--- src/rtl/uart_pkg.sv ---
// uart_pkg: shared UART types, legal oversampling ratios and parity helper.
package uart_pkg;

  typedef enum logic [2:0] {IDLE, START, DATA, PARITY, STOP} rx_state_t;

  localparam int PRESCALE_8  = 8;
  localparam int PRESCALE_16 = 16;
  localparam int PRESCALE_32 = 32;

  // Widest word the parity helper accepts; narrower words are zero-extended,
  // which leaves the XOR reduction unchanged.
  localparam int PAR_MAX_W = 32;

  // Parity bit for a word: even parity when odd=0, odd parity when odd=1.
  function automatic logic calc_parity(input logic [PAR_MAX_W-1:0] data,
                                       input logic                 odd);
    return (^data) ^ odd;
  endfunction

endpackage

--- src/rtl/uart_rx_if.sv ---
// uart_rx_if: serial line, frame configuration and received-word outputs.
interface uart_rx_if #(
  parameter int DATA_WIDTH = 8,
  parameter int PRESCALE_W = 6
);
  logic                  RX_IN;
  logic [PRESCALE_W-1:0] PRESCALE;
  logic                  PAR_EN;
  logic                  PAR_TYP;
  logic [DATA_WIDTH-1:0] P_DATA;
  logic                  Data_Valid;
  logic                  PAR_ERR;
  logic                  STP_ERR;

  modport master (output RX_IN, PRESCALE, PAR_EN, PAR_TYP,
                  input  P_DATA, Data_Valid, PAR_ERR, STP_ERR);
  modport slave  (input  RX_IN, PRESCALE, PAR_EN, PAR_TYP,
                  output P_DATA, Data_Valid, PAR_ERR, STP_ERR);
endinterface

--- src/rtl/uart_rx_sampler.sv ---
// uart_rx_sampler: per-bit oversampling counter and 3-sample majority vote.
// o_bit_end marks the last oversample of a bit; o_sampled_bit is stable
// from edge_cnt = P/2+2 onwards.
module uart_rx_sampler #(
  parameter int PRESCALE_W = 6
) (
  input  logic                  i_clk,
  input  logic                  i_rst,
  input  logic                  i_rx,
  input  logic                  i_run,
  input  logic [PRESCALE_W-1:0] i_prescale,
  output logic                  o_sampled_bit,
  output logic                  o_bit_end
);
  logic [PRESCALE_W-1:0] r_edge_cnt;
  logic [2:0]            r_smp;
  logic [PRESCALE_W-1:0] w_half;
  logic [PRESCALE_W-1:0] w_last;

  assign w_half        = i_prescale >> 1;
  assign w_last        = i_prescale - PRESCALE_W'(1);
  assign o_bit_end     = i_run && (r_edge_cnt == w_last);
  assign o_sampled_bit = (r_smp[0] & r_smp[1]) | (r_smp[1] & r_smp[2]) |
                         (r_smp[0] & r_smp[2]);

  // Oversample counter: held at 0 while idle, wraps at the end of each bit.
  always_ff @(posedge i_clk) begin
    if (i_rst)          r_edge_cnt <= '0;
    else if (!i_run)    r_edge_cnt <= '0;
    else if (o_bit_end) r_edge_cnt <= '0;
    else                r_edge_cnt <= r_edge_cnt + PRESCALE_W'(1);
  end

  // Capture the line at the three mid-bit sample points.
  always_ff @(posedge i_clk) begin
    if (i_rst) r_smp <= 3'b111;
    else if (i_run) begin
      if (r_edge_cnt == w_half - PRESCALE_W'(1)) r_smp[0] <= i_rx;
      if (r_edge_cnt == w_half)                  r_smp[1] <= i_rx;
      if (r_edge_cnt == w_half + PRESCALE_W'(1)) r_smp[2] <= i_rx;
    end
  end
endmodule

--- src/rtl/uart_rx.sv ---
// uart_rx: UART frame receiver (start, DATA_WIDTH bits LSB-first, optional
// parity, one stop). Compile-time switch UART_RX_SYNC_EN inserts a 2-flop
// synchroniser on RX_IN (adds 2 cycles of latency).
module uart_rx
  import uart_pkg::*;
#(
  parameter int DATA_WIDTH = 8,
  parameter int PRESCALE_W = 6
) (
  input  logic       CLK,
  input  logic       RST,
  uart_rx_if.slave   bus
);
  localparam int BCW = (DATA_WIDTH > 1) ? $clog2(DATA_WIDTH) : 1;

  rx_state_t             r_state;
  logic [BCW-1:0]        r_bit_cnt;
  logic [DATA_WIDTH-1:0] r_shift;
  logic                  r_par_fail;
  logic [PRESCALE_W-1:0] r_prescale;
  logic                  r_par_en;
  logic                  r_par_typ;
  logic [DATA_WIDTH-1:0] r_p_data;
  logic                  r_dv, r_perr, r_serr;

  logic                  w_rx;
  logic                  w_run;
  logic                  w_sampled;
  logic                  w_bit_end;
  logic [PRESCALE_W-1:0] w_prescale;

`ifdef UART_RX_SYNC_EN
  logic [1:0] r_sync;
  // Two-flop synchroniser, idle-high so reset never looks like a start bit.
  always_ff @(posedge CLK) begin
    if (RST) r_sync <= 2'b11;
    else     r_sync <= {r_sync[0], bus.RX_IN};
  end
  assign w_rx = r_sync[1];
`else
  assign w_rx = bus.RX_IN;
`endif

  // In IDLE the live PRESCALE is used so the start cycle sees current config.
  assign w_prescale = (r_state == IDLE) ? bus.PRESCALE : r_prescale;
  assign w_run      = (r_state != IDLE) || !w_rx;

  uart_rx_sampler #(.PRESCALE_W(PRESCALE_W)) u_sampler (
    .i_clk        (CLK),
    .i_rst        (RST),
    .i_rx         (w_rx),
    .i_run        (w_run),
    .i_prescale   (w_prescale),
    .o_sampled_bit(w_sampled),
    .o_bit_end    (w_bit_end)
  );

  // Frame FSM with data path and registered result strobes.
  always_ff @(posedge CLK) begin
    if (RST) begin
      r_state    <= IDLE;
      r_bit_cnt  <= '0;
      r_shift    <= '0;
      r_par_fail <= 1'b0;
      r_prescale <= PRESCALE_W'(PRESCALE_8);
      r_par_en   <= 1'b0;
      r_par_typ  <= 1'b0;
      r_p_data   <= '0;
      r_dv       <= 1'b0;
      r_perr     <= 1'b0;
      r_serr     <= 1'b0;
    end else begin
      r_dv   <= 1'b0;
      r_perr <= 1'b0;
      r_serr <= 1'b0;
      case (r_state)
        IDLE: begin
          r_prescale <= bus.PRESCALE;
          r_par_en   <= bus.PAR_EN;
          r_par_typ  <= bus.PAR_TYP;
          r_bit_cnt  <= '0;
          r_par_fail <= 1'b0;
          if (!w_rx) r_state <= START;
        end
        START: if (w_bit_end) r_state <= w_sampled ? IDLE : DATA;
        DATA: if (w_bit_end) begin
          r_shift <= {w_sampled, r_shift[DATA_WIDTH-1:1]};
          if (r_bit_cnt == BCW'(DATA_WIDTH-1)) begin
            r_bit_cnt <= '0;
            r_state   <= r_par_en ? PARITY : STOP;
          end else begin
            r_bit_cnt <= r_bit_cnt + BCW'(1);
          end
        end
        PARITY: if (w_bit_end) begin
          r_par_fail <= w_sampled != calc_parity(PAR_MAX_W'(r_shift), r_par_typ);
          r_state    <= STOP;
        end
        STOP: if (w_bit_end) begin
          if (!w_sampled)     r_serr <= 1'b1;
          else if (r_par_fail) r_perr <= 1'b1;
          else begin
            r_p_data <= r_shift;
            r_dv     <= 1'b1;
          end
          r_state <= IDLE;
        end
        default: r_state <= IDLE;
      endcase
    end
  end

  assign bus.P_DATA     = r_p_data;
  assign bus.Data_Valid = r_dv;
  assign bus.PAR_ERR    = r_perr;
  assign bus.STP_ERR    = r_serr;
endmodule
--- src/flat_wrapper.sv ---
// flat-port wrapper written by rule: the top's interface ports become plain ports
module uart_rx_flat import uart_pkg::*;
#(
  parameter int DATA_WIDTH = 8,
  parameter int PRESCALE_W = 6
)
  (CLK, RST, bus_RX_IN, bus_PRESCALE, bus_PAR_EN, bus_PAR_TYP, bus_P_DATA, bus_Data_Valid, bus_PAR_ERR, bus_STP_ERR);
  uart_rx_if #(.DATA_WIDTH(DATA_WIDTH), .PRESCALE_W(PRESCALE_W)) bus_i ();
  input  logic CLK;
  input  logic RST;
  input wire logic [$bits(bus_i.RX_IN)-1:0] bus_RX_IN;
  input wire logic [$bits(bus_i.PRESCALE)-1:0] bus_PRESCALE;
  input wire logic [$bits(bus_i.PAR_EN)-1:0] bus_PAR_EN;
  input wire logic [$bits(bus_i.PAR_TYP)-1:0] bus_PAR_TYP;
  output wire logic [$bits(bus_i.P_DATA)-1:0] bus_P_DATA;
  output wire logic [$bits(bus_i.Data_Valid)-1:0] bus_Data_Valid;
  output wire logic [$bits(bus_i.PAR_ERR)-1:0] bus_PAR_ERR;
  output wire logic [$bits(bus_i.STP_ERR)-1:0] bus_STP_ERR;
  assign bus_i.RX_IN = bus_RX_IN;
  assign bus_i.PRESCALE = bus_PRESCALE;
  assign bus_i.PAR_EN = bus_PAR_EN;
  assign bus_i.PAR_TYP = bus_PAR_TYP;
  assign bus_P_DATA = bus_i.P_DATA;
  assign bus_Data_Valid = bus_i.Data_Valid;
  assign bus_PAR_ERR = bus_i.PAR_ERR;
  assign bus_STP_ERR = bus_i.STP_ERR;
  uart_rx #(.DATA_WIDTH(DATA_WIDTH), .PRESCALE_W(PRESCALE_W)) u_core (.CLK(CLK), .RST(RST), .bus(bus_i));
endmodule
--- config.mk ---
export PLATFORM = sky130hd
export DESIGN_NAME = uart_rx_flat
export DESIGN_NICKNAME = d
export VERILOG_FILES = /design/src/rtl/uart_pkg.sv /design/src/rtl/uart_rx_if.sv /design/src/rtl/uart_rx_sampler.sv /design/src/rtl/uart_rx.sv /design/src/flat_wrapper.sv
export SDC_FILE = /design/constraint.sdc
export NUM_CORES = 1
export LEC_CHECK = 0
export ABC_CLOCK_PERIOD_IN_PS = 4040
export CELL_PAD_IN_SITES_DETAIL_PLACEMENT = 1
export CELL_PAD_IN_SITES_GLOBAL_PLACEMENT = 1
export CORE_ASPECT_RATIO = 2
export CORE_MARGIN = 2
export CORE_UTILIZATION = 30
export DETAILED_ROUTE_END_ITERATION = 16
export PLACE_DENSITY = 0.66
export RECOVER_POWER = 25
export SLEW_MARGIN = 20
export SYNTH_ARGS = -nofsm -noshare
export SYNTH_HDL_FRONTEND = slang
export SYNTH_SLANG_ARGS = --single-unit
export TNS_END_PERCENT = 20
--- constraint.sdc ---
create_clock -name CLK -period 4.04 [get_ports CLK]
set_input_delay 1.01 -clock CLK [delete_from_list [all_inputs] [get_ports CLK]]
set_output_delay 1.01 -clock CLK [all_outputs]
set_load 0.01 [all_outputs]
==> results of run 1 <==
-- placed cells by master, fill, tap and decap left out, types with 2 or more instances in the layout --
| cell | netlist | routed |
|---|---|---|
| inv_1 | 10 | 10 |
| nand2b_1 | 23 | 23 |
| o31a_1 | 2 | 2 |
| dfxtp_1 | 43 | 43 |
| xnor2_1 | 21 | 21 |
| nor4b_1 | 3 | 3 |
| nand3b_1 | 3 | 3 |
| o31ai_1 | 8 | 8 |
| and3_1 | 4 | 4 |
| nor2_1 | 23 | 23 |
| buf_4 | 0 | 13 |
| and2_1 | 3 | 3 |
| o22ai_1 | 2 | 2 |
| nor4_1 | 4 | 4 |
| or3_1 | 3 | 3 |
| clkbuf_1 | 17 | 2 |
| nor3_1 | 14 | 14 |
| or4b_2 | 6 | 6 |
| dlygate4sd3_1 | 0 | 12 |
| nand4_1 | 4 | 4 |
| nor2b_1 | 2 | 2 |
| a31oi_1 | 2 | 2 |
| xor2_1 | 9 | 9 |
| o21ai_0 | 8 | 8 |
| nand2_1 | 11 | 11 |
| nor3b_1 | 5 | 5 |
| a21oi_1 | 10 | 10 |
| ha_1 | 5 | 5 |
| and2_0 | 2 | 2 |
| o211ai_1 | 3 | 3 |
| nand3_1 | 11 | 11 |
| nand4b_1 | 2 | 2 |
| clkbuf_16 | 0 | 5 |
| clkdlybuf4s50_1 | 0 | 9 |
| mux2i_1 | 27 | 27 |
-- cells by family after synthesis --
group	after synthesis	share of synthesized area
compound gates	47	0.124
buf+inv	31	0.0477
simple gates	129	0.280
mux	27	0.101
xor+xnor	30	0.0981
fa+ha+maj	6	0.0271
flops	43	0.321
-- flip-flops by register name, indices dropped and copies added, names as in the netlist --
signal and count:
u_core.bus.P_DATA 8, u_core.r_par_fail 1, u_core.u_sampler.r_smp 3, u_core.r_state 3
u_core.bus.Data_Valid 1, u_core.r_par_typ 1, u_core.r_par_en 1, u_core.r_shift 8
u_core.u_sampler.r_edge_cnt 6, u_core.bus.STP_ERR 1, u_core.bus.PAR_ERR 1, u_core.r_bit_cnt 3
u_core.r_prescale 6
-- critical path, cell delays in order --
cell,delay (ns)
clkdlybuf4s50_1,0.47
or4b_2,0.66
and2_0,0.20
ha_1,0.22
o21ai_0,0.07
o21ai_0,0.11
a2bb2oi_1,0.21
o22ai_2,0.18
or3_4,0.52
mux2i_1,0.16
-- power breakdown --
group,total (mW),internal (mW),switching (mW)
clock network,0.399,0.228,0.171
registers,0.455,0.434,0.0207
logic,0.190,0.0862,0.104
total,1.04,0.748,0.295
-- layer usage --
| metal | global-route usage | vias up | part of all wire | wire [um] |
|---|---|---|---|---|
| met3 | 0.0241 | 19 | 0.016 | 132 |
| met4 | 0.0954 | 0 | 0.040 | 325 |
| li1 | - | 1156 | - | - |
| met2 | 0.354 | 30 | 0.58 | 4660 |
| met5 | 0 | - | 0 | 0 |
| met1 | 0.164 | 1186 | 0.36 | 2930 |
-- Yosys cell counts, drive strengths merged, types with 9 or more instances --
master and instances:
mux2i 27, clkbuf 17, nand2 11, a21oi 11
nand3 11, xor2 9, xnor2 21, nand2b 23
dfxtp 43, inv 10, nor3 14, nor2 23
-- per-stage QoR --
stage / power, mW / utilization / setup WS (ns)
global placement: 0.652 / 0.350 / 0.127
CTS: 1.06 / 0.366 / 0.373
floorplan: 0.589 / - / 0.573
detailed placement: 0.655 / 0.350 / 0.0700
finish: 1.04 / 0.366 / 0.394
global route: 1.10 / 0.366 / 0.155
-- final timing paths --
path | startpoint | to | slack [ns] | cells after the start
hold reg to reg | u_core.r_par_fail | u_core.bus.PAR_ERR | 0.47 | 2
hold / removal | u_core.r_par_fail | u_core.bus.PAR_ERR | 0.47 | 2
setup / recovery | bus_PRESCALE[2] | u_core.r_shift[7] | 0.39 | 10
setup reg to reg | u_core.r_state[1] | u_core.r_shift[7] | 0.81 | 7
-- final cells by class --
class	count	area, um2
Multi-Input combinational cell	239	1690
Timing Repair Buffer	35	312
Fill cell	1036	5480
Inverter	10	37.5
Tap cell	100	125
Clock buffer	6	129
Sequential cell	43	861
Clock inverter	2	12.5
==> qor.csv, run 1 <==
stage;metric;value;unit
route;first-pass detailed-route iteration total;4;
clock_network;# Post-CTS Setup Buffers;0;
timing;Slew HR;-0.0891;
timing;Fmax;274;MHz
synthesis;top cell type's share of synthesized area;0.321;
timing;final worst hold slack;0.472;ns
timing;Final Cycle Share;0.902;
timing;# setup viols final;0;
timing;RSZ-0062 raised after global routing;false;
run_status;failing checks;capacitance limit, slew limit;
global_routing;first-pass GRT wire length;13.2;mm
pwr;PD cells;330;mW/mm2
synthesis;YS warnings;0;
timing;Worst Tran Pin Value;1.63;ns
worst_hold_path;worst min path class;reg2reg;
clock_network;H-Tree Depth;2;
synthesis;post-synth cell types;52;
global_routing;gr ovfl total;0;
place;PortBufs;21;
timing;final hold vios;0;
clock_network;clock latency on the worst-skew pair;0.29;ns
critical_path;Critical Path RT;4.20;ns
pwr;Lkg Pwr;1.31;nW
route;Vias;2391;
global_routing;total track usage;0.176;
route;Routed WL per cell;18.5;um
critical_path;crit start category;primary input;
timing;Final Critical Period;3.65;ns
synthesis;syn nets;329;
floorplan;die height;138;um
route;number of remaining DRC errors;0;
critical_path;WP data arrival;3.81;ns
synthesis;Post-synth EDFFs;0;
critical_path;crit path kind;in2reg;
floorplan;core area;0.00865;mm2
final_layout;ANT cells;0;
synthesis;synth top area cells;dfxtp_1, mux2i_1, xnor2_1;
synthesis;Post-Syn Area;0.00268;mm2
clock_network;CTS sink cnt;43;
clock_network;Longest Clk Path Bufs;2;
final_layout;area grow syn2layout;18.2;%
route;Vias/cell;5.50;
clock_network;CTS clk-pin slew, worst paths;0.06;ns
global_routing;initial antenna violation count;0;
synthesis;Main synth FF type;dfxtp_1;
timing;final setup TNS;0;ns
run_status;status;complete, but fails checks;
synthesis;Seq/Total Area, Yosys;0.321;
floorplan;row count;48;
route;WL final;8.04;mm
final_layout;Finished Cell Area;0.00317;mm2
final_layout;Layout Cells excl Fill;435;
critical_path;crit path max fanout;11;
place;# placed instances;427;
final_layout;nets;350;
place;HPWL Detailed;6.09;mm
route;Final ANT Viol Nets;0;
synthesis;Yosys top cell by area;dfxtp_1;
pwr;Worst VDD drop;0.232;mV
floorplan;io pins;22;
final_layout;share of cells above drive strength 1;0.0925;
floorplan;Die X;70.8;um
global_routing;vias in the first global route;2628;
floorplan;initial core utilization;0.310;
floorplan;Die ar.;0.00974;mm2
synthesis;Yosys reg bits;43;
global_routing;largest net degree at the start of global routing;41;
timing;Final Max Slew Viols;41;
clock_network;post-cts repair resize count;0;
clock_network;clock tree root driver cell;clkbuf_16;
place;dpl cell area;0.00303;mm2
synthesis;Avg Synthesized Cell Area;8.55;um2
critical_path;Critical Path Sink Type;flop;
timing;Final Skew;0.00564;ns
place;gpl congestion;0.942;
clock_network;cts hold-fix bufs;0;
route;DR iter-0 viols;79;
synthesis;Cells after Synth;313;
clock_network;number of CTS-inserted buffers;5;
synthesis;ys async rst share;0;
clock_network;CTS tree;built;
job;MaxCap Viol Count;1;
No activity file was read; power rests on OpenSTA's default activity.
==> inputs of run 2 (changes only) <==
--- a/config.mk
+++ b/config.mk
@@ -5,14 +5,14 @@
 export SDC_FILE = /design/constraint.sdc
 export NUM_CORES = 1
 export LEC_CHECK = 0
-export ABC_CLOCK_PERIOD_IN_PS = 4040
+export ABC_CLOCK_PERIOD_IN_PS = 3000
 export CELL_PAD_IN_SITES_DETAIL_PLACEMENT = 1
 export CELL_PAD_IN_SITES_GLOBAL_PLACEMENT = 1
 export CORE_ASPECT_RATIO = 2
 export CORE_MARGIN = 2
 export CORE_UTILIZATION = 30
 export DETAILED_ROUTE_END_ITERATION = 16
-export PLACE_DENSITY = 0.66
+export PLACE_DENSITY = 0.68
 export RECOVER_POWER = 25
 export SLEW_MARGIN = 20
 export SYNTH_ARGS = -nofsm -noshare
==> constraint.sdc (replaced) <==
create_clock -name CLK -period 3 [get_ports CLK]
set_input_delay 0.75 -clock CLK [delete_from_list [all_inputs] [get_ports CLK]]
set_output_delay 0.75 -clock CLK [all_outputs]
set_load 0.01 [all_outputs]
==> run 2 against run 1 <==
  * The run now ends clean
  * First-iteration DRC count increased by 33%
  * Sequential power increased by 34%
  * Cell count up 9.2%
  * Critical path type unchanged
  * Combinational power grew 95%
  * Count of clock-buffer cells in the layout stayed put
  * Die area stayed put
==> qor.csv, run 2 (synthesis results as in run 1) <==
stage;metric;value;unit;change
clock_network;cts hold-fix bufs;0;;unchanged
critical_path;Worst path max stage delay;0.50;ns;was 0.66 ns
floorplan;core area;0.00865;mm2;unchanged
final_layout;ANT cells;0;;unchanged
floorplan;Die X;70.8;um;unchanged
floorplan;row count;48;;unchanged
worst_hold_path;WHS Path Cells;2;;unchanged
critical_path;crit path kind;in2reg;;unchanged
route;met3 wire length;190;um;was 132 um
clock_network;Longest Clk Path Bufs;2;;unchanged
timing;final setup TNS;0;ns;unchanged
floorplan;die height;138;um;unchanged
timing;final worst hold slack;0.470;ns;was 0.472 ns
run_status;status;finished, final reports clean;;was complete, but fails checks
final_layout;most frequent cells in the layout;buf_4, dfxtp_1, mux2i_1;;was dfxtp_1, mux2i_1, nor2_1, nand2b_1, xnor2_1
clock_network;CTS tree;built;;unchanged
critical_path;Critical Path RT;3.15;ns;was 4.20 ns
final_layout;share of cells above drive strength 1;0.237;;was 0.0925
timing;# setup viols final;0;;unchanged
final_layout;nets;390;;was 350
route;first-pass detailed-route iteration total;4;;unchanged
global_routing;gr ovfl total;0;;unchanged
critical_path;critical path depth in cells;10;;unchanged
global_routing;initial antenna violation count;0;;unchanged
place;gpl congestion;0.841;;was 0.942
critical_path;Top delay family on crit path;simple AND/OR/NAND/NOR gates;;unchanged
floorplan;initial core utilization;0.310;;unchanged
floorplan;io pins;22;;unchanged
floorplan;Die ar.;0.00974;mm2;unchanged
timing;Final Cycle Share;0.966;;
final_layout;Core Util, Final;0.421;;was 0.366
timing;final hold vios;0;;unchanged
critical_path;R2R depth;11;;was 7
job;MaxCap Viol Count;0;;was 1
route;met2 wire len;5.14;mm;was 4.66 mm
global_routing;largest net degree at the start of global routing;41;;unchanged
route;top routing layer used;met4;;unchanged
route;Vias;2618;;was 2391
global_routing;vias in the first global route;2819;;was 2628
pwr;Worst VDD drop;0.366;mV;was 0.232 mV
clock_network;clock tree root driver cell;clkbuf_16;;unchanged
final_layout;area grow syn2layout;36.1;%;was 18.2%
route;number of remaining DRC errors;0;;unchanged
clock_network;CTS sink cnt;43;;unchanged
clock_network;CTS clk-pin slew, worst paths;0.06;ns;about the same
route;WL final;9.26;mm;was 8.04 mm
critical_path;Critical Path Sink Type;flop;;unchanged
critical_path;Buf/Inv on CP;3;;was 1
timing;Slew HR;0.485;;was -0.0891
timing;Final Critical Period;2.90;ns;
clock_network;H-Tree Depth;2;;unchanged
route;Routed WL per cell;19.5;um;was 18.5 um
route;Vias/cell;5.51;;was 5.50
critical_path;crit start category;primary input;;unchanged
route;Post-Route M1 WL;3.14;mm;was 2.93 mm
timing;Fmax;345;MHz;
pwr;PD cells;417;mW/mm2;was 330 mW/mm2
critical_path;slowest CP cell;or4b_4;;was or4b_2
place;HPWL Detailed;6.82;mm;was 6.09 mm
timing;Final Max Slew Viols;0;;was 41
clock_network;number of CTS-inserted buffers;5;;unchanged
critical_path;WP data arrival;3.05;ns;was 3.81 ns
timing;Final Skew;0.00836;ns;was 0.00564 ns
critical_path;crit path max fanout;6;;was 11
place;PortBufs;21;;unchanged
route;Final ANT Viol Nets;0;;unchanged
critical_path;worst-path cell chain;dlygate4sd2_1 > or4b_4 > buf_4 > and3_4 > o211ai_1 > o31a_1 > o22ai_4 > nor3_1 > buf_4 > nor3_1;;was clkdlybuf4s50_1 > or4b_2 > and2_0 > ha_1 > o21ai_0 > o21ai_0 > a2bb2oi_1 > o22ai_2 > or3_4 > mux2i_1
pwr;PnR Total Power;1.52;mW;was 1.04 mW
clock_network;clock latency on the worst-skew pair;0.29;ns;about the same
pwr;Lkg Pwr;1.58;nW;was 1.31 nW
global_routing;total track usage;0.191;;was 0.176
route;DR iter-0 viols;105;;was 79
timing;Worst Tran Pin Value;0.773;ns;was 1.63 ns
global_routing;first-pass GRT wire length;14.2;mm;was 13.2 mm
final_layout;most common cell after layout, fill and taps aside;buf_4;;was dfxtp_1
worst_hold_path;worst min path class;reg2reg;;unchanged
[run 2: metal layers]
layer  vias up  GRT usage
met3        38     0.0227
met1      1284      0.167
li1       1239          -
met4         0      0.156
met2        57      0.373
met5         -          0
[run 2: final timing paths]
| path | endpoint | slack, ns | from |
|---|---|---|---|
| max | u_core.u_sampler.r_edge_cnt[0] | 0.10 | bus_PRESCALE[4] |
| min | u_core.r_par_typ | 0.47 | u_core.r_par_typ |
| min reg2reg | u_core.r_par_typ | 0.47 | u_core.r_par_typ |
| max reg2reg | u_core.u_sampler.r_edge_cnt[0] | 0.11 | u_core.r_state[2] |
[run 2: layout make-up]
type                    instances  area (um2)
repair buffers                 74         629
well taps                     100         125
clock buffers                   6         129
flip-flops and latches         43         861
clock inverters                 2        12.5
inverters                      10        37.5
multi-input cells             240        1850
fillers                      1048        5000
[run 2: where the power goes]
group	switching (mW)	internal [mW]	total, mW
clock	0.232	0.308	0.540
sequential	0.0234	0.584	0.608
combinational	0.189	0.183	0.371
total	0.444	1.07	1.52
[run 2: timing repair]
action,4_1_cts,5_1_grt
pin swaps,7,8
buffers inserted,5,1
resized for setup,20,17
setup endpoints to repair,33,31
cloned,1,0
[run 2: tightest hold or removal path: stages (launching register included)]
cell	delay [ns]
dfxtp_1	0.32
nand2_1	0.05
a21oi_1	0.05
[run 2: through the flow]
step | std cells | setup WS (ns) | area [um2]
floorplan | 313 | 0.00321 | 2720
global placement | 460 | -0.505 | 3310
detailed placement | 460 | -0.552 | 3310
CTS | 474 | 0.00461 | 3550
global route | 475 | -0.0705 | 3640
finish | 475 | 0.103 | 3640
